===== src/rtl/dm_access_pkg.sv =====
// Shared types and widths for the data-memory access stage.
// Latency: n/a (declarations only).
// Backpressure: n/a.
package dm_access_pkg;

    localparam int DM_ADDR_W = 16;
    localparam int DM_DATA_W = 16;

    typedef enum logic [1:0] {
        IDLE   = 2'd0,
        ACCESS = 2'd1,
        RESP   = 2'd2
    } state_e;

endpackage


===== src/rtl/dm_access_if.sv =====
// Request/response handshake between the pipeline and the memory-access stage.
// Latency: n/a (wires only).
// Backpressure: req_ready / resp_ready valid-ready pairs.
interface dm_access_if;
    import dm_access_pkg::*;

    logic                 req_valid;
    logic                 req_ready;
    logic                 req_we;
    logic [DM_ADDR_W-1:0] req_addr;
    logic [DM_DATA_W-1:0] req_wdata;
    logic                 resp_valid;
    logic                 resp_ready;
    logic [DM_DATA_W-1:0] resp_rdata;
    logic                 resp_err;

    modport master (
        output req_valid, req_we, req_addr, req_wdata, resp_ready,
        input  req_ready, resp_valid, resp_rdata, resp_err
    );

    modport slave (
        input  req_valid, req_we, req_addr, req_wdata, resp_ready,
        output req_ready, resp_valid, resp_rdata, resp_err
    );

endinterface


===== src/rtl/dm_access_sat_ctr.sv =====
// Saturating event counter; sticks at all-ones.
// Latency: count visible the cycle after inc.
// Backpressure: none.
module dm_access_sat_ctr #(
    parameter int CNT_W = 16
) (
    input  logic             clk,
    input  logic             rst,
    input  logic             inc,
    output logic [CNT_W-1:0] cnt
);

    logic [CNT_W-1:0] cnt_q;
    logic [CNT_W-1:0] cnt_d;

    always_comb begin
        cnt_d = cnt_q;
        if (inc && (cnt_q != '1)) begin
            cnt_d = cnt_q + CNT_W'(1);
        end
    end

    always_ff @(posedge clk) begin
        if (rst) begin
            cnt_q <= '0;
        end else begin
            cnt_q <= cnt_d;
        end
    end

    assign cnt = cnt_q;

endmodule


===== src/rtl/dm_access_unit.sv =====
// Single-outstanding load/store stage in front of the data memory, with debug counters.
// Latency: accept edge -> one ACCESS cycle -> resp_valid on the following cycle.
// Backpressure: req_ready only in IDLE; response held stable until resp_ready.
module dm_access_unit
    import dm_access_pkg::*;
#(
    parameter int DM_DEPTH = 256,
    parameter int CNT_W    = 16
) (
    input  logic                 clk,
    input  logic                 rst,
    dm_access_if.slave           bus,
    output logic [DM_ADDR_W-1:0] dm_addr,
    output logic                 dm_wen,
    output logic [DM_DATA_W-1:0] dm_wdata,
    input  logic [DM_DATA_W-1:0] dm_rdata,
    output logic [CNT_W-1:0]     load_cnt,
    output logic [CNT_W-1:0]     store_cnt,
    output logic [CNT_W-1:0]     err_cnt
);

    localparam logic [DM_ADDR_W:0] DEPTH_L = (DM_ADDR_W + 1)'(DM_DEPTH);

    state_e               state_q, state_d;
    logic                 we_q, we_d;
    logic                 err_q, err_d;
    logic [DM_ADDR_W-1:0] addr_q, addr_d;
    logic [DM_DATA_W-1:0] wdata_q, wdata_d;
    logic [DM_DATA_W-1:0] rdata_q, rdata_d;
    logic                 req_ready_q, req_ready_d;
    logic                 resp_valid_q, resp_valid_d;
    logic                 resp_err_q, resp_err_d;
    logic                 req_err;
    logic                 resp_hs;

    assign req_err = bus.req_addr[0] | ({1'b0, bus.req_addr} >= DEPTH_L);
    assign resp_hs = resp_valid_q & bus.resp_ready;

    always_comb begin
        state_d    = state_q;
        we_d       = we_q;
        err_d      = err_q;
        addr_d     = addr_q;
        wdata_d    = wdata_q;
        rdata_d    = rdata_q;
        resp_err_d = resp_err_q;
        case (state_q)
            IDLE: begin
                if (bus.req_valid) begin
                    we_d    = bus.req_we;
                    addr_d  = bus.req_addr;
                    wdata_d = bus.req_wdata;
                    err_d   = req_err;
                    state_d = ACCESS;
                end
            end
            ACCESS: begin
                // Only good loads return data; stores and errors report zero.
                rdata_d    = (!we_q && !err_q) ? dm_rdata : '0;
                resp_err_d = err_q;
                state_d    = RESP;
            end
            RESP: begin
                if (bus.resp_ready) begin
                    state_d = IDLE;
                end
            end
            default: state_d = IDLE;
        endcase
        req_ready_d  = (state_d == IDLE);
        resp_valid_d = (state_d == RESP);
    end

    always_ff @(posedge clk) begin
        if (rst) begin
            state_q      <= IDLE;
            we_q         <= 1'b0;
            err_q        <= 1'b0;
            addr_q       <= '0;
            wdata_q      <= '0;
            rdata_q      <= '0;
            req_ready_q  <= 1'b1;
            resp_valid_q <= 1'b0;
            resp_err_q   <= 1'b0;
        end else begin
            state_q      <= state_d;
            we_q         <= we_d;
            err_q        <= err_d;
            addr_q       <= addr_d;
            wdata_q      <= wdata_d;
            rdata_q      <= rdata_d;
            req_ready_q  <= req_ready_d;
            resp_valid_q <= resp_valid_d;
            resp_err_q   <= resp_err_d;
        end
    end

    assign bus.req_ready  = req_ready_q;
    assign bus.resp_valid = resp_valid_q;
    assign bus.resp_rdata = rdata_q;
    assign bus.resp_err   = resp_err_q;

    // Write enable is gated by rst directly so a reset landing in ACCESS cancels the store.
    assign dm_addr  = addr_q;
    assign dm_wdata = wdata_q;
    assign dm_wen   = (state_q == ACCESS) & we_q & ~err_q & ~rst;

    dm_access_sat_ctr #(.CNT_W(CNT_W)) u_load_ctr (
        .clk (clk),
        .rst (rst),
        .inc (resp_hs & ~we_q & ~err_q),
        .cnt (load_cnt)
    );

    dm_access_sat_ctr #(.CNT_W(CNT_W)) u_store_ctr (
        .clk (clk),
        .rst (rst),
        .inc (resp_hs & we_q & ~err_q),
        .cnt (store_cnt)
    );

    dm_access_sat_ctr #(.CNT_W(CNT_W)) u_err_ctr (
        .clk (clk),
        .rst (rst),
        .inc (resp_hs & err_q),
        .cnt (err_cnt)
    );

endmodule


===== src/flat_wrapper.sv =====
// flat-port wrapper written by rule: the top's interface ports become plain ports
module dm_access_unit_flat import dm_access_pkg::*;
#(
    parameter int DM_DEPTH = 256,
    parameter int CNT_W    = 16
)
  (clk, rst, dm_addr, dm_wen, dm_wdata, dm_rdata, load_cnt, store_cnt, err_cnt, bus_req_valid, bus_req_we, bus_req_addr, bus_req_wdata, bus_resp_ready, bus_req_ready, bus_resp_valid, bus_resp_rdata, bus_resp_err);
  dm_access_if bus_i ();
  input  logic clk;
  input  logic rst;
  output logic [DM_ADDR_W-1:0] dm_addr;
  output logic dm_wen;
  output logic [DM_DATA_W-1:0] dm_wdata;
  input  logic [DM_DATA_W-1:0] dm_rdata;
  output logic [CNT_W-1:0] load_cnt;
  output logic [CNT_W-1:0] store_cnt;
  output logic [CNT_W-1:0] err_cnt;
  input wire logic [$bits(bus_i.req_valid)-1:0] bus_req_valid;
  input wire logic [$bits(bus_i.req_we)-1:0] bus_req_we;
  input wire logic [$bits(bus_i.req_addr)-1:0] bus_req_addr;
  input wire logic [$bits(bus_i.req_wdata)-1:0] bus_req_wdata;
  input wire logic [$bits(bus_i.resp_ready)-1:0] bus_resp_ready;
  output wire logic [$bits(bus_i.req_ready)-1:0] bus_req_ready;
  output wire logic [$bits(bus_i.resp_valid)-1:0] bus_resp_valid;
  output wire logic [$bits(bus_i.resp_rdata)-1:0] bus_resp_rdata;
  output wire logic [$bits(bus_i.resp_err)-1:0] bus_resp_err;
  assign bus_i.req_valid = bus_req_valid;
  assign bus_i.req_we = bus_req_we;
  assign bus_i.req_addr = bus_req_addr;
  assign bus_i.req_wdata = bus_req_wdata;
  assign bus_i.resp_ready = bus_resp_ready;
  assign bus_req_ready = bus_i.req_ready;
  assign bus_resp_valid = bus_i.resp_valid;
  assign bus_resp_rdata = bus_i.resp_rdata;
  assign bus_resp_err = bus_i.resp_err;
  dm_access_unit #(.DM_DEPTH(DM_DEPTH), .CNT_W(CNT_W)) u_core (.clk(clk), .rst(rst), .bus(bus_i), .dm_addr(dm_addr), .dm_wen(dm_wen), .dm_wdata(dm_wdata), .dm_rdata(dm_rdata), .load_cnt(load_cnt), .store_cnt(store_cnt), .err_cnt(err_cnt));
endmodule

===== config.mk =====
export PLATFORM = sky130hd
export DESIGN_NAME = dm_access_unit_flat
export DESIGN_NICKNAME = d
export VERILOG_FILES = /design/src/rtl/dm_access_pkg.sv /design/src/rtl/dm_access_if.sv /design/src/rtl/dm_access_sat_ctr.sv /design/src/rtl/dm_access_unit.sv /design/src/flat_wrapper.sv
export SDC_FILE = /design/constraint.sdc
export NUM_CORES = 1
export LEC_CHECK = 0
export ABC_AREA = 1
export BUFFER_PORTS_ARGS = -buffer_cell sky130_fd_sc_hd__buf_4
export CAP_MARGIN = 20
export CELL_PAD_IN_SITES_DETAIL_PLACEMENT = 1
export CELL_PAD_IN_SITES_GLOBAL_PLACEMENT = 1
export CORE_MARGIN = 4
export CORE_UTILIZATION = 35
export CTS_CLUSTER_SIZE = 8
export DETAILED_ROUTE_END_ITERATION = 8
export PLACE_DENSITY = 0.77
export SYNTH_ARGS = -nofsm -noshare
export SYNTH_HDL_FRONTEND = slang
export SYNTH_SLANG_ARGS = --single-unit

===== constraint.sdc =====
create_clock -name clk -period 1.9 [get_ports clk]
set_input_delay 0.095 -clock clk [delete_from_list [all_inputs] [get_ports clk]]
set_output_delay 0.095 -clock clk [all_outputs]
set_load 0.1 [all_outputs]

* After elaboration in Yosys (flattened, before gate mapping)
Cells that the tools add are included.
Cells by class: mux-type cells 4, reductions and logical operators 9, add/sub/neg operators 3, bitwise gates (word level) 13, order comparisons 1, equal/unequal tests 6
Operators with widths (number):
- $add 16x1->16 const B | 3
- $ne 16x16->1 const B | 3
- $ge 16x9->1 const B | 1
- $mux 16 | 1
- $and 1x1->1 | 9
- $pmux 2 s3 | 1
- $eq 2x2->1 const B | 2
- $logic_and 1x1->1 | 4
- $logic_not 2->1 | 2
- $mux 2 | 2
- $not 1->1 | 3
- $eq 2x1->1 const B | 1
- $logic_not 1->1 | 2
- $reduce_and 2->1 | 1
- $or 1x1->1 | 1
Storage, ports and cells: word-level logic and storage cells 48, bits of input ports 53, register bits after elaboration 103, output and inout port bits 100

* Longest topological paths before layout
Gate-level depths: netlist (run 1).
depth after elaboration 4, mapped depth 9, gate-level depth less buffers 9

* Modules after synthesis
From an unflattened synthesis (run 1), not the netlist that was laid out.
Second synthesis, totals: cells, all modules 698, area, all modules 4855.9 µm²
By module, submodules not included:
- dm_access_sat_ctr | area each 929.6 µm², times used 3, cells each 149, sequential area each 320.3 µm²
- dm_access_unit | area each 2067.0 µm², times used 1, cells each 251, sequential area each 1101.1 µm²

* Least setup slack after synthesis (run 1)
Ideal clock, no wire load.
path type register to output, start point register u_core.state_q[1], end point output port dm_wen, path buffers 1, data required time 1.805 ns, arrival time 3.775 ns, cell stages (with the launch flop) 5, slack -1.970 ns, path through dfxtp_1 > nor2_4 > clkinv_1 > clkbuf_1 > nor4_1
On the way: word-level cells in the longest chain between the ends 4
Ends and longest elaborated chain:
- from (decl) | RTL line dm_access_unit.sv:24 | state_e state_q, state_d;
- from (signal assigned) | RTL line dm_access_unit.sv:86 | state_q <= state_d;
- $eq 2x1->1 | RTL line dm_access_unit.sv:106 | assign dm_wen = (state_q == ACCESS) & we_q & ~err_q & ~rst;
- $and 1x1->1 (3 in series) | RTL line dm_access_unit.sv:106
- to (decl) | RTL line flat_wrapper.sv:12 | output logic dm_wen;
No other way between the ends.

* Final worst setup path (run 1)
start point register u_core.state_q[0], end point output port dm_wen
The elaborated chain is that of the path after synthesis.

==> metrics.yaml, run 1 <==
cells_and_area:
  nets: 918
  final_cell_mix: "buf_4, nor2_1, nand2_1, a21oi_1, dfxtp_1"
  diodes: 0
  area_growth_pct: 44.65
  multi_input_area_sq_mm: 0.002328
  n_fill_cell: 1619
  drive_gt1_frac: 0.2768
  layout_commonest_cell: "buf_4"
  seq_area_sq_mm: 0.002131
grt:
  antenna_found_initial: 0
  gr-total-overflow: 0
  grt_max_degree: 40
  grt_pass1_vias: 5486
  grt_first_pass_wirelength_microns: 27090
  grt_use_total: 0.2260
die:
  die_w_microns: 123.3
  rows: 41
  dieArea_sq_mm: 0.01521
  dieHeight_microns: 123.3
  core_sq_mm: 0.01282
  initial_core_util: 0.3629
  pin_count: 153
timing:
  min_period_over_period: 0.8990
  slew_headroom: 0.7080
  slew_viol_final: 0
  tightest_slew_ps: 437.0
  worst_clock_skew_ps: 5.419
  finalCriticalPeriod_ps: 1708
  setup_violations: 0
  fin_setup_tns_ps: 0
  hold_ws_ps: 10.42
  rsz0062_at_grt: "no"
  finalWorstSetupSlack_ps: 191.8
  hold_viol: 0
  max_freq_mhz: 585.4
critical_path:
  r2r_cells: 8
  cp.depth: 5
  crit_chain: "inv_2 -> nor2_4 -> clkinv_4 -> nor4_4 -> buf_4"
  cpLargestDelayFamily: "buffers and inverters"
  end_kind: "output pin"
  crit_buf_inv: 3
  critPathMaxFanout: 19
  startpoint_type: "flop"
  critPathRequiredTime_ps: 1800
  path_class: "reg -> out"
  cp.arrival_ps: 1610
  cp_slowest_cell: "buf_4"
  cpPeakStageDelay_ps: 340
drt:
  wl_microns: 16700
  antenna_left: 0
  drtIter0Drc: 161
  routedWlPerCell_microns: 16.07
  drc: 0
  viasPerCell: 4.970
  vias: 5164
  dr.pass1.iters: 4
yosys:
  syn_avg_cell_area_sq_um: 6.875
  syn_inst: 677
  ys_warn_count: 0
  synthMuxAreaShare: 0
  synth-compound-area-share: 0.1218
  netlist_area_sq_mm: 0.004654
  synth-simple-area-share: 0.3333
  synth_top_area_cell: "dfxtp_1"
  synth_top_family_by_area: "simple AND/OR/NAND/NOR gates"
  ys_ff_latch: 103
  synthAdderAreaFrac: 0.008065
  netlist_top_cells_area: "dfxtp_1, nand2_1, nor2_1"
  synth-seq-area-share: 0.4430
  synth_top_area_frac: 0.4430
  syn_nets: 733
  synth_xor_area_frac: 0.03387
  synth.distinct_cells: 27
clock_network:
  clkLatencyLatePin_ps: 360
  post_cts_buffers: 0
  cts_buffers: 9
  cts_tree: "done"
  cts.path.max_buffers: 2
  clock-sinks: 103
  cts_htree_levels: 3
  root_buffer: "clkbuf_16"
  path_clk_slew_ps: 70
worst_hold_path:
  min_path_cells: 3
  hp-class: "in -> reg"
run_status:
  status: "finished, final reports clean"
place:
  dp_hpwl_microns: 11160
  pre_cts_ws_ps: 232.4
  gp_congestion: 0.7894
  port_buffers: 152
run:
  maxCapViolations: 0
pwr:
  fin_total_pwr_mw: 5.566
  power.density_mw_per_mm2: 826.6
  leakagePower_nw: 2.853
  ir_drop_uv: 481.5
-- repair_timing --
item | CTS | global route
endpoints found under the hold margin | 38 | 0
endpoints found under the setup margin | 0 | 0
resized for setup | 0 | 0
hold buffers | 38 | 0
-- worst paths after layout --
| path | start | to | slack, ps |
|---|---|---|---|
| worst min register to register | u_core.dm_wdata[6] | u_core.dm_wdata[6] | 490 |
| worst max-delay path | u_core.state_q[0] | dm_wen | 190 |
| worst max register to register | u_core.u_store_ctr.cnt[0] | u_core.u_store_ctr.cnt[10] | 230 |
| worst min-delay path | bus_req_addr[11] | u_core.err_q | 10 |
-- cell usage after synthesis --
library cell,instances
nor2_2,1
inv_1,33
nor3_2,2
nand3b_1,1
nor4_1,3
nor3b_1,1
nor2_1,155
xor2_1,11
ha_1,3
nor3_1,2
inv_2,6
a21oi_1,56
nand4_1,18
o21ai_0,53
xnor2_1,7
a31oi_1,1
clkinv_1,1
dfxtp_1,103
buf_1,1
buf_6,2
nand2_1,155
nand3_1,32
buf_4,3
buf_2,4
clkbuf_1,16
nor2_4,4
o21ai_1,3
-- worst register-to-register path, delay by kind of cell (launching register included) --
family          cells  cell delay, ps
simple gates        4             490
compound gates      2             320
fa+ha+maj           1             210
buf+inv             1             200
flops               1             380
-- cell families after synthesis --
| family | count (synthesis) |
|---|---|
| adder cells (fa/ha/maj) | 3 |
| AND/OR/NAND/NOR | 374 |
| buffers and inverters | 66 |
| AO/OA/AOI/OAI | 113 |
| XOR/XNOR | 18 |
| flip-flops | 103 |
-- sequential cells by signal (all words and copies together), names as in the netlist, 2 cells and up --
signal / count
u_core.bus.resp_rdata: 16
u_core.state_q: 2
u_core.u_load_ctr.cnt: 16
u_core.dm_wdata: 16
u_core.u_err_ctr.cnt: 16
u_core.u_store_ctr.cnt: 16
u_core.dm_addr: 16
-- stage by stage --
stage | util | cells | area (sq um)
2_1_floorplan | - | 677 | 4753
3_3_place_gp | 0.4708 | 984 | 6038
4_1_cts | 0.5244 | 1038 | 6725
6_report | 0.5250 | 1039 | 6733
5_1_grt | 0.5250 | 1039 | 6733
3_5_place_dp | 0.4708 | 984 | 6038
-- routing by layer --
| metal | vias up | GRT usage | part of all wire |
|---|---|---|---|
| met5 | - | 0 | 0 |
| met4 | 0 | 0.07405 | 0.017 |
| met3 | 16 | 0.08051 | 0.080 |
| met2 | 130 | 0.4115 | 0.52 |
| met1 | 2467 | 0.2420 | 0.39 |
| li1 | 2551 | - | - |
-- where the power goes --
group / switching, mW / leakage [nW] / total (mW) / internal, mW
logic: 0.974 / 1.83 / 1.30 / 0.322
clock network: 0.884 / 0.153 / 1.95 / 1.07
registers: 0.0662 / 0.866 / 2.32 / 2.25
-- area by class of cell --
| class | count | share of cell area |
|---|---|---|
| Clock buffer | 10 | 0.03550 |
| Clock inverter | 6 | 0.01004 |
| Inverter | 40 | 0.02304 |
| Multi-Input combinational cell | 508 | 0.3458 |
| Sequential cell | 103 | 0.3165 |
| Tap cell | 172 | 0.03196 |
| Timing Repair Buffer | 200 | 0.2371 |
No activity file was read; power rests on OpenSTA's default activity.
==> run 2: changes to the inputs <==
--- a/config.mk
+++ b/config.mk
@@ -11,10 +11,10 @@
 export CELL_PAD_IN_SITES_DETAIL_PLACEMENT = 1
 export CELL_PAD_IN_SITES_GLOBAL_PLACEMENT = 1
 export CORE_MARGIN = 4
-export CORE_UTILIZATION = 35
+export CORE_UTILIZATION = 25
 export CTS_CLUSTER_SIZE = 8
 export DETAILED_ROUTE_END_ITERATION = 8
-export PLACE_DENSITY = 0.77
+export PLACE_DENSITY = 0.57
 export SYNTH_ARGS = -nofsm -noshare
 export SYNTH_HDL_FRONTEND = slang
 export SYNTH_SLANG_ARGS = --single-unit
==> constraint.sdc (replaced) <==
create_clock -name clk -period 2 [get_ports clk]
set_input_delay 0.1 -clock clk [delete_from_list [all_inputs] [get_ports clk]]
set_output_delay 0.1 -clock clk [all_outputs]
set_load 0.1 [all_outputs]
==> metrics.yaml, run 2 (synthesis gave the netlist of run 1 again) <==
grt:
  antenna_found_initial: 0  # unchanged
  gr-total-overflow: 0  # unchanged
  grt_max_degree: 48  # +20%
  grt_pass1_vias: 5280  # -3.8%
  grt_use_total: 0.1541  # -0.07185
  grt_first_pass_wirelength_microns: 26020  # -3.9%
critical_path:
  path_class: "reg -> out"
  startpoint_type: "flop"
  r2r_slack_ps: 310  # +80 ps
  startpoint: "u_core.state_q[1]"
  cp.arrival_ps: 1720  # +110 ps
  r2r-start: "u_core.u_load_ctr.cnt[0]"
  critPathMaxFanout: 19  # unchanged
  critPathRequiredTime_ps: 1900  # +100 ps
  end_kind: "output pin"
cells_and_area:
  nets: 909  # -0.98%
  layout_commonest_cell: "buf_4"
  area_growth_pct: 44.25
  design_area_sq_mm: 0.006714  # -0.28%
  diodes: 0  # unchanged
  fin_util: 0.3700  # -0.1550
  drive_gt1_frac: 0.2657  # -0.01108
  final_cell_mix: "buf_4, nor2_1, nand2_1, dfxtp_1, a21oi_1"
drt:
  vias: 4985  # -3.5%
  wl_microns: 15870  # -4.9%
  drtIter0Drc: 116  # -28%
  antenna_left: 0  # unchanged
  routedWlPerCell_microns: 14.60  # -9.1%
  dr.pass1.iters: 5  # +1
  drc: 0  # unchanged
  viasPerCell: 4.586  # -7.7%
timing:
  slew_viol_final: 0  # unchanged
  hold_ws_ps: 10.70  # +0.2863 ps
  fin_setup_tns_ps: 0  # unchanged
  worst_clock_skew_ps: 6.721  # +1.302 ps
  tightest_slew_ps: 468.6  # +31.66 ps
  finalCriticalPeriod_ps: 1825
  min_period_over_period: 0.9125
  max_freq_mhz: 548.0
  rsz0062_at_grt: "no"
  slew_headroom: 0.6876  # -0.02041
  hold_viol: 0  # unchanged
  setup_violations: 0  # unchanged
clock_network:
  cts_buffers: 9  # unchanged
  clkLatencyLatePin_ps: 350  # about the same
  cts_htree_levels: 3  # unchanged
  path_clk_slew_ps: 70  # about the same
  cts.path.max_buffers: 2  # unchanged
  root_buffer: "clkbuf_16"
  cts_tree: "done"
  clock-sinks: 103  # unchanged
place:
  dp_hpwl_microns: 11610  # +4.1%
  placed_cell_area_sq_mm: 0.006086  # +0.79%
  port_buffers: 152  # unchanged
  gp_congestion: 0.7533  # -4.6%
die:
  pin_count: 153  # unchanged
  initial_core_util: 0.2565  # -0.1064
  core_sq_mm: 0.01815  # +42%
  dieArea_sq_mm: 0.02086  # +37%
  dieHeight_microns: 144.4  # +17%
  rows: 49  # +20%
  die_w_microns: 144.4  # +17%
run:
  maxCapViolations: 0  # unchanged
run_status:
  status: "finished, final reports clean"
pwr:
  power.density_mw_per_mm2: 796.0  # -3.7%
  leakagePower_nw: 2.817  # -1.2%
  ir_drop_uv: 431.0  # -11%
worst_hold_path:
  hp-class: "in -> reg"
  hp-start: "bus_req_addr[4]"
## run 2: changes by cell type in the layout (fill, tap and decap cells not counted), moves of 2 or more
cell,previous run,this run
clkinv_2,1,3
dfxtp_2,43,35
clkinv_4,3,0
dlygate4sd3_1,38,30
dfxtp_4,4,0
buf_4,162,160
dfxtp_1,56,68
## run 2: path summary, 6_finish.rpt
kind                                                   to  cells after the start
worst max register to register  u_core.u_load_ctr.cnt[13]                      9
worst max-delay path                               dm_wen                      4
worst min-delay path                    u_core.dm_addr[4]                      3
worst min register to register          u_core.dm_addr[7]                      2
## run 2: area by class of cell
class | count | area [sq um]
Multi-Input combinational cell | 508 | 2328
Timing Repair Buffer | 191 | 1521
Tap cell | 229 | 286.5
Clock inverter | 7 | 95.09
Inverter | 40 | 151.4
Fill cell | 2267 | 11430
Sequential cell | 103 | 2106
Clock buffer | 9 | 225.2
## run 2: repair_timing
action / CTS / global route
endpoints found under the hold margin: 30 / 0
buffers inserted: 0 / 0
resized for setup: 0 / 0
hold buffers: 30 / 0
## run 2: critical path: stages, from the launching register on
cell and delay [ps]:
dfxtp_1 360, nor2_4 130, clkinv_2 250, nor4_4 300, buf_4 340
## run 2: per-stage QoR
step	cells	worst slack, ps	power, mW
2_1_floorplan	677	-2.347	3.094
3_3_place_gp	1040	361.1	3.394
3_5_place_dp	1040	305.8	3.411
4_1_cts	1086	140.1	5.430
5_1_grt	1087	51.62	5.589
6_report	1087	175.1	5.344
## run 2: where the power goes
part           switching, mW  total [mW]  internal, mW
Sequential            0.0574        2.20          2.15
Combinational          0.907        1.20         0.296
Clock                  0.835        1.94          1.10
Total                   1.80        5.34          3.54
## run 2: layer usage
| layer | vias up | wire length (microns) | global-route usage |
|---|---|---|---|
| met3 | 22 | 1655 | 0.07672 |
| met2 | 132 | 7316 | 0.2516 |
| li1 | 2537 | - | - |
| met4 | 0 | 207 | 0.04124 |
| met1 | 2294 | 6690 | 0.1800 |
| met5 | - | 0 | 0 |
